===== src/rtl/serial_pkg.sv =====
// Shared types for the serializer front end and the serial sequence detector benches.
package serial_pkg;

   typedef enum logic [1:0] {
      SER_IDLE  = 2'd0,
      SER_SHIFT = 2'd1,
      SER_GAP   = 2'd2
   } ser_state_t;

   // Pattern recognised by the downstream Moore/Mealy detectors.
   localparam logic [5:0] SEQ_PATTERN = 6'b010101;

   // Counter width that never collapses to zero bits.
   function automatic int unsigned cnt_w(input int unsigned n);
      return (n <= 2) ? 1 : $clog2(n);
   endfunction

endpackage


===== src/rtl/bit_serializer.sv =====
// Parallel-to-serial front end: accepts WIDTH-bit words on a valid/ready handshake and
// shifts them out one bit per clock, with an optional idle gap between words.
module bit_serializer
   import serial_pkg::*;
#(
   parameter int unsigned WIDTH     = 8,
   parameter bit          MSB_FIRST = 1'b1,
   parameter logic        IDLE_BIT  = 1'b1,
   parameter int unsigned GAP       = 0
) (
   input  logic             clk,
   input  logic             reset,
   input  logic [WIDTH-1:0] in_data,
   input  logic             in_valid,
   output logic             in_ready,
   output logic             ser_bit,
   output logic             ser_valid,
   output logic             ser_last,
   output logic             busy,
   output ser_state_t       dbg_state
);

   // Handshake: a word transfers on a posedge where in_valid && in_ready; in_ready is
   // low in reset, high in IDLE, and in SHIFT only on the last bit when GAP==0 and a
   // follow-on word is offered, so back-to-back words leave no bubble.

   localparam int unsigned    CW       = cnt_w(WIDTH);
   localparam int unsigned    GW       = cnt_w(GAP + 1);
   localparam logic [CW-1:0]  CNT_LOAD = CW'(WIDTH - 1);
   localparam logic [GW-1:0]  GAP_LOAD = GW'((GAP > 0) ? GAP - 1 : 0);

   ser_state_t       state_q,  state_d;
   logic [WIDTH-1:0] shreg_q,  shreg_d;
   logic [CW-1:0]    bitcnt_q, bitcnt_d;
   logic [GW-1:0]    gapcnt_q, gapcnt_d;

   logic             head_bit;
   logic [WIDTH-1:0] shreg_shifted;
   logic             on_last;
   logic             xfer;

   assign head_bit      = MSB_FIRST ? shreg_q[WIDTH-1] : shreg_q[0];
   assign shreg_shifted = MSB_FIRST ? {shreg_q[WIDTH-2:0], 1'b0}
                                    : {1'b0, shreg_q[WIDTH-1:1]};
   assign on_last       = (state_q == SER_SHIFT) && (bitcnt_q == '0);

   always_comb begin
      in_ready = 1'b0;
      if (reset) begin
         case (state_q)
            SER_IDLE:  in_ready = 1'b1;
            SER_SHIFT: in_ready = on_last && (GAP == 0) && in_valid;
            default:   in_ready = 1'b0;
         endcase
      end
   end

   assign xfer = in_valid && in_ready;

   always_comb begin
      state_d  = state_q;
      shreg_d  = shreg_q;
      bitcnt_d = bitcnt_q;
      gapcnt_d = gapcnt_q;
      case (state_q)
         SER_IDLE: begin
            if (xfer) begin
               state_d  = SER_SHIFT;
               shreg_d  = in_data;
               bitcnt_d = CNT_LOAD;
            end
         end
         SER_SHIFT: begin
            if (bitcnt_q != '0) begin
               shreg_d  = shreg_shifted;
               bitcnt_d = bitcnt_q - CW'(1);
            end else if (xfer) begin
               shreg_d  = in_data;
               bitcnt_d = CNT_LOAD;
            end else if (GAP == 0) begin
               state_d = SER_IDLE;
               shreg_d = '0;
            end else begin
               state_d  = SER_GAP;
               shreg_d  = '0;
               gapcnt_d = GAP_LOAD;
            end
         end
         SER_GAP: begin
            if (gapcnt_q == '0) begin
               state_d = SER_IDLE;
            end else begin
               gapcnt_d = gapcnt_q - GW'(1);
            end
         end
         default: state_d = SER_IDLE;
      endcase
   end

   always_ff @(posedge clk) begin
      if (!reset) begin
         state_q  <= SER_IDLE;
         shreg_q  <= '0;
         bitcnt_q <= '0;
         gapcnt_q <= '0;
      end else begin
         state_q  <= state_d;
         shreg_q  <= shreg_d;
         bitcnt_q <= bitcnt_d;
         gapcnt_q <= gapcnt_d;
      end
   end

   // Serial outputs come from registered state only.
   assign ser_valid = (state_q == SER_SHIFT);
   assign ser_bit   = ser_valid ? head_bit : IDLE_BIT;
   assign ser_last  = on_last;
   assign busy      = (state_q != SER_IDLE);
   assign dbg_state = state_q;

   a_last_in_word : assert property (@(posedge clk) ser_last |-> ser_valid);
   a_idle_level   : assert property (@(posedge clk) !ser_valid |-> (ser_bit == IDLE_BIT));

endmodule


===== config.mk =====
export PLATFORM = sky130hd
export DESIGN_NAME = bit_serializer
export DESIGN_NICKNAME = d
export VERILOG_FILES = /design/src/rtl/serial_pkg.sv /design/src/rtl/bit_serializer.sv
export SDC_FILE = /design/constraint.sdc
export NUM_CORES = 1
export LEC_CHECK = 0
export ABC_CLOCK_PERIOD_IN_PS = 2850
export CAP_MARGIN = 0
export CORE_UTILIZATION = 37
export DETAILED_ROUTE_END_ITERATION = 8
export PLACE_DENSITY = 0.74
export SLEW_MARGIN = 20
export SYNTH_ARGS = -nofsm -noshare
export SYNTH_HDL_FRONTEND = slang
export SYNTH_SLANG_ARGS = --single-unit

===== constraint.sdc =====
create_clock -name clk -period 2.85 [get_ports clk]
set_clock_uncertainty 0.15 [all_clocks]
set_input_delay 0.57 -clock clk [delete_from_list [all_inputs] [get_ports clk]]
set_output_delay 0.57 -clock clk [all_outputs]
set_load 0.01 [all_outputs]

==> results of run 1 <==
[logic make-up after synthesis]
group	after synthesis	synth area share, %
adders and majority gates	2	3.60
AOI/OAI and AO/OA	25	33.0
other	1	0.540
buffers and inverters	19	15.1
and+or+nand+nor	18	13.2
DFF	12	34.6
[state kept, by name, summed over array words and instances (netlist names)]
register,cells
bitcnt_q,3
dbg_state,1
shreg_q,8
[layout make-up]
type | instances | area [um^2]
well taps | 25 | 31.3
flip-flops and latches | 12 | 240
multi-input cells | 46 | 349
repair buffers | 19 | 183
fillers | 173 | 865
clock buffers | 4 | 36.3
inverters | 11 | 41.3
[cells in the final DEF (no fill, tap or decap), drive strengths merged, types with 2 or more instances in the layout]
master	Yosys	final
nor3	2	2
clkbuf	2	4
ha	2	2
dfxtp	12	12
a21oi	2	2
nand2	8	8
a211oi	2	2
inv	11	11
nor2	3	3
a221oi	7	7
clkdlybuf4s50	0	16
o21a	2	2
buf	6	3
o21ai	9	9
[routing by layer]
metal  wire, um  GRT usage (%)  up-vias
met5          0              0        -
met2        638           23.8       25
met4         19           7.88        0
met3         93           2.40        2
li1           -              -      288
met1        587           21.0      264
[critical path, delay by kind of cell, from the launching register on]
family | cells | cell delay (ns)
adders and majority gates | 1 | 0.24
buffers and inverters | 2 | 0.61
DFF | 1 | 0.33
and+or+nand+nor | 3 | 0.54
[power by group]
part	switching [mW]	total, mW	internal, mW	leakage (nW)
combinational	0.0586	0.117	0.0583	0.233
clock	0.0584	0.136	0.0777	0.0210
sequential	0.00967	0.194	0.184	0.0997
total	0.127	0.447	0.320	0.354
[path summary, 6_finish.rpt]
kind                             startpoint     endpoint  slack, ns
worst min register to register   shreg_q[4]   shreg_q[5]       0.31
worst min-delay path             shreg_q[4]   shreg_q[5]       0.31
worst max register to register  bitcnt_q[0]  bitcnt_q[1]       1.22
worst max-delay path            bitcnt_q[0]     in_ready       0.13
==> results.tsv, run 1 <==
metric	value	unit
powerDensity	508	nW/um^2
ant_nets	0	
drt_first_pass_iters	4	
viasPerCell	4.95	
vias	579	
min_period_over_period	95.3	%
post_cts_buffers	0	
peakVddDrop	0.266	mV
clock_sinks	12	
dpl_cell_area	845	um^2
synth_edf_count	0	
grt_max_degree	15	
setup_viol	0	
wl	1340	um
port_buffers	16	
initialDrtViolationCount	11	
avgSynthCellArea	9.02	um^2
die_h	45.3	um
hpwl	995	um
hold_slack	0.314	ns
synth.distinct_cells	23	
outcome	complete, no violations	
dp_slack	0.352	ns
clk_path_buf_depth	2	
synth_most_common_cell	dfxtp_1	
leakage	0.354	nW
core_area	1750	um^2
drv_slew	0	
stdcell_area	881	um^2
clock_latency	0.27	ns
path_clk_slew	0.07	ns
synth_ff_type	dfxtp_1	
cpPeakStageDelay	0.53	ns
antennaDiodeCount	0	
antenna_found_initial	0	
fmaxAchievable	368	MHz
cp_max_fo	11	
hold_viol	0	
cap_violations	0	
critical_path.slowest_cell	clkdlybuf4s50_1	
wl_per_cell	11.4	um
period_minus_slack	2.72	ns
grt_pass1_wl	2250	um
cts.repair.resized	0	
yosysTopAreaCell	dfxtp_1	
root_buffer	clkbuf_4	
synth_common_cells	dfxtp_1 (12), inv_1 (11), o21ai_0 (9)	
grt_usage	15.5	%
area_growth	26.8	%
syn_inst	77	
crit_path_cell_trace	inv_1, ha_1, nand2b_4, and2_2, nor2_1, clkdlybuf4s50_1	
stdcell_count	117	
nNetsFinal	106	
hold_depth	2	
cp-start-kind	register	
power	447	uW
setup_ws	0.133	ns
synthesis.nets	90	
crit_required	2.13	ns
cts_tree	yes	
die_width	45.3	um
grt_pass1_vias	527	
gp_congestion	0.734	
cts-htree-levels	1	
dieArea	2050	um^2
cts_hold_buf	0	
yosys-top-cells-area	dfxtp_1 (35%), a221oi_2 (15%), o21ai_0 (6.5%), inv_1 (5.9%), buf_6 (4.9%)	
ys_warn_count	0	
start_util	39.8	%
drive_above_1_share	18.5	%
async_reset_ff_share	0	%
route.detailed.drc	0	
hold_class	reg2reg	
cp.arrival	2.00	ns
synth_top_area_share	34.6	%
placed_cells	113	
rows	15	
ys_seq_area_share	34.6	%
overflow	0	
worstSetupPathType	reg2out	
rsz0062_at_grt	false	
cts_buffers	3	
post-route-util	50.5	%
ff2ff_path_depth	5	
synth_seq_cells	12	
end_kind	primary output	
finalSetupTns	0	ns
io_pins	18	
netlist_area	694	um^2
(Power assumes the default switching activity.)
==> run 2, diff against run 1 <==
- REMOVE_ABC_BUFFERS: not set -> 1
==> results.tsv, run 2 (same netlist as run 1, synthesis figures left out) <==
metric	value	unit	change
die_h	45.3	um	unchanged
gp_congestion	0.742		+1.2%
layout_common_cells	clkdlybuf4s50_1 (16), dfxtp_1 (12), inv_1 (11), o21ai_0 (9), nand2_1 (8)		
outcome	complete, no violations		
area_growth	25.0	%	
setup_ws	0.193	ns	+0.0594 ns
mostFrequentLayoutCell	clkdlybuf4s50_1		
grt_usage	14.2	%	-1.3 points
power	412	uW	-7.8%
path_clk_slew	0.07	ns	about the same
ff2ff_path_depth	5		unchanged
cts_buffers	3		unchanged
cts-htree-levels	1		unchanged
period_minus_slack	2.66	ns	-0.0594 ns
clk_path_buf_depth	2		unchanged
clock_latency	0.27	ns	about the same
stdcell_area	868	um^2	-1.4%
hold_class	reg2reg		
root_buffer	clkbuf_4		
cp_max_fo	11		unchanged
critical_path.slowest_cell	clkdlybuf4s50_1		
top_register	shreg_q		
finalSetupTns	0	ns	unchanged
clock_sinks	12		unchanged
die_width	45.3	um	unchanged
hold_depth	2		unchanged
overflow	0		unchanged
grt_max_degree	15		unchanged
crit_path_cell_trace	inv_1, ha_1, nand2b_4, and2_4, nor2_1, clkdlybuf4s50_1		
vias	572		-1.2%
drive_above_1_share	17.6	%	-0.90 points
cp-start-kind	register		
drt_first_pass_iters	4		unchanged
peakVddDrop	0.225	mV	-16%
port_buffers	16		unchanged
antenna_found_initial	0		unchanged
fmaxAchievable	376	MHz	+2.2%
wl_per_cell	10.8	um	-5.5%
drv_slew	0		unchanged
rsz0062_at_grt	false		
dieArea	2050	um^2	unchanged
route.detailed.drc	0		unchanged
dpl_cell_area	845	um^2	unchanged
core_area	1750	um^2	unchanged
dp_slack	0.329	ns	-0.0231 ns
cap_violations	0		unchanged
powerDensity	475	nW/um^2	-6.4%
cpPeakStageDelay	0.55	ns	+0.02 ns
antennaDiodeCount	0		unchanged
worstSetupPathType	reg2out		
min_period_over_period	93.2	%	-2.1 points
grt_pass1_wl	2120	um	-5.8%
ant_nets	0		unchanged
viasPerCell	4.93		-0.36%
rows	15		unchanged
nNetsFinal	106		unchanged
initialDrtViolationCount	18		+7
grt_pass1_vias	510		-3.2%
hpwl	921	um	-7.5%
largest_reg_flops	8		unchanged
post-route-util	49.7	%	-0.72 points
crit_required	2.13	ns	about the same
cp.arrival	1.94	ns	-0.06 ns
cts_tree	yes		
io_pins	18		unchanged
end_kind	primary output		
setup_viol	0		unchanged
start_util	39.8	%	unchanged
hold_viol	0		unchanged
leakage	0.347	nW	-1.7%
wl	1250	um	-6.4%
## run 2: layer usage
layer  up-vias  track usage [%]  wire length (um)
met1       257             18.1               606
met4         0             7.27                23
met2        17             22.9               565
li1        293                -                 -
met3         5             2.40                57
met5         -                0                 0
## run 2: what timing repair did
item / 4_1_cts / 5_1_grt
endpoints found under the hold margin: 0 / 0
endpoints found under the setup margin: 0 / 1
hold buffers: 0 / 0
setup buffers: 0 / 0
gates resized for setup: 0 / 1
## run 2: final cells by class
cell class / count / area [um^2]
timing repair buffer: 19 / 183
clock buffer: 3 / 22.5
fill: 174 / 877
multi-input combinational: 46 / 350
sequential: 12 / 240
inverter: 11 / 41.3
tap: 25 / 31.3
## run 2: path summary, 6_finish.rpt
kind | startpoint | end | slack, ns
min reg2reg | shreg_q[3] | shreg_q[4] | 0.30
max reg2reg | bitcnt_q[0] | bitcnt_q[1] | 1.32
min | shreg_q[3] | shreg_q[4] | 0.30
max | bitcnt_q[0] | in_ready | 0.19
## run 2: critical path, delay by kind of cell (launching register included)
kind          cells  cell delay [ns]
buf+inv           2             0.63
simple gates      3             0.47
flops             1             0.32
fa+ha+maj         1             0.24
## run 2: power by group
part | leakage [nW] | internal (mW) | switching, mW
sequential | 0.0997 | 0.184 | 0.00832
combinational | 0.234 | 0.0591 | 0.0593
clock | 0.0138 | 0.0489 | 0.0522
## run 2: through the flow
stage	instances	hold slack, ns
finish	116	0.303
global route	116	0.333
CTS	116	0.309
detailed placement	113	0.306
global placement	113	0.299
floorplan	69	0.283
==> run 3, diff against run 2 <==
- CORE_MARGIN: not set -> 2
==> results.tsv, run 3 (same netlist as run 1, synthesis figures left out) <==
metric	value	unit	change
outcome	complete, no violations		
leakage	0.354	nW	+1.8%
io_pins	18		unchanged
route.detailed.drc	0		unchanged
drv_slew	0		unchanged
overflow	0		unchanged
powerDensity	504	nW/um^2	+6.2%
multiInputGateArea	349	um^2	-0.36%
hpwl	966	um	+4.8%
ff_latch_area	240	um^2	unchanged
r2r_slack	1.24	ns	-0.08 ns
worstSetupPathType	reg2out		
cp.arrival	1.98	ns	+0.04 ns
drive_above_1_share	18.5	%	+0.90 points
grt_usage	14.6	%	+0.37 points
worstPathBufferInverterCount	2		unchanged
ant_nets	0		unchanged
cpPeakStageDelay	0.53	ns	-0.02 ns
largest_reg_flops	8		unchanged
clock_sinks	12		unchanged
end_kind	primary output		
peakVddDrop	0.360	mV	+60%
cts_buffers	3		unchanged
rows	15		unchanged
post_cts_buffers	0		unchanged
antennaDiodeCount	0		unchanged
crit_path_cell_trace	inv_1, ha_1, nand2b_4, and2_2, nor2_1, clkdlybuf4s50_1		
crit_required	2.13	ns	about the same
setup_viol	0		unchanged
initialDrtViolationCount	6		-12
viasPerCell	4.91		-0.33%
cp_top_family	buffers and inverters		
cts_tree	yes		
cts-htree-levels	1		unchanged
min_period_over_period	94.7	%	+1.5 points
dieArea	2240	um^2	+9.0%
mostFrequentLayoutCell	clkdlybuf4s50_1		
cp-start-kind	register		
layout_common_cells	clkdlybuf4s50_1 (16), dfxtp_1 (12), inv_1 (11), o21ai_0 (9), nand2_1 (8)		
core_area	1750	um^2	unchanged
grt_pass1_vias	507		-0.59%
fmaxAchievable	370	MHz	-1.6%
nNetsFinal	106		unchanged
port_buffers	16		unchanged
top_register	shreg_q		
hold_viol	0		unchanged
cp_max_fo	11		unchanged
drt_first_pass_iters	4		unchanged
grt_max_degree	15		unchanged
period_minus_slack	2.70	ns	+0.0421 ns
die_h	47.3	um	+4.4%
finalSetupTns	0	ns	unchanged
cap_violations	0		unchanged
start_util	39.8	%	unchanged
critical_path.slowest_cell	clkdlybuf4s50_1		
cts.repair.resized	0		unchanged
power	444	uW	+7.7%
antenna_found_initial	0		unchanged
grt_pass1_wl	2200	um	+3.9%
wl_per_cell	11.2	um	+3.7%
root_buffer	clkbuf_4		
rsz0062_at_grt	false		
wl	1310	um	+4.5%
fillCellCount	166		-4.6%
hold_class	reg2reg		
gp_congestion	0.715		-3.7%
cts_hold_buf	0		unchanged
clock_latency	0.27	ns	about the same
clk_path_buf_depth	2		unchanged
path_clk_slew	0.07	ns	about the same
vias	575		+0.52%
area_growth	26.8	%	
die_width	47.3	um	+4.4%
[run 3: changes by cell type in the layout (fill, tap and decap cells not counted)]
cell,change
clkbuf_8,+1
and2_2,+1
and2_4,-1
[run 3: final cells by class]
cell class	count	share of cell area, %
multi-input combinational	46	39.6
sequential	12	27.3
timing repair buffer	19	20.7
inverter	11	4.69
clock buffer	4	4.12
tap	25	3.55
[run 3: worst paths after layout]
kind,from,endpoint,cells past startpoint
setup reg to reg,bitcnt_q[0],bitcnt_q[1],5
setup / recovery,bitcnt_q[0],in_ready,6
hold / removal,shreg_q[4],shreg_q[5],2
hold reg to reg,shreg_q[4],shreg_q[5],2
[run 3: through the flow]
step	hold slack [ns]	std cells	util, %	worst slack, ns	cell area (um^2)
final	0.309	117	50.5	0.151	881
after global routing	0.334	117	50.5	0.00367	881
after CTS	0.313	117	50.5	0.119	881
after detailed placement	0.302	113	48.4	0.362	845
after global placement	0.296	113	48.4	0.396	845
after floorplan	0.283	69	-	0.971	631
[run 3: worst register-to-register path: cells and delay by family, from the launching register on]
kind / cells / cell delay (ns)
compound gates: 1 / 0.32
fa+ha+maj: 1 / 0.23
buf+inv: 1 / 0.08
flops: 1 / 0.32
simple gates: 2 / 0.41
[run 3: layer usage]
layer / GRT usage (%) / wire (um) / part of all wire [%] / vias to the layer above
met3: 6.92 / 80 / 6.1 / 4
met1: 17.6 / 608 / 46 / 265
li1: - / - / - / 291
met4: 6.67 / 20 / 1.5 / 0
met2: 21.9 / 600 / 46 / 15
met5: 0 / 0 / 0 / -
[run 3: report_power, final]
group	internal [mW]	total, mW	switching, mW	leakage (nW)
clock network	0.0777	0.134	0.0560	0.0210
registers	0.184	0.193	0.00894	0.0997
logic	0.0583	0.117	0.0586	0.233
total	0.320	0.444	0.124	0.354
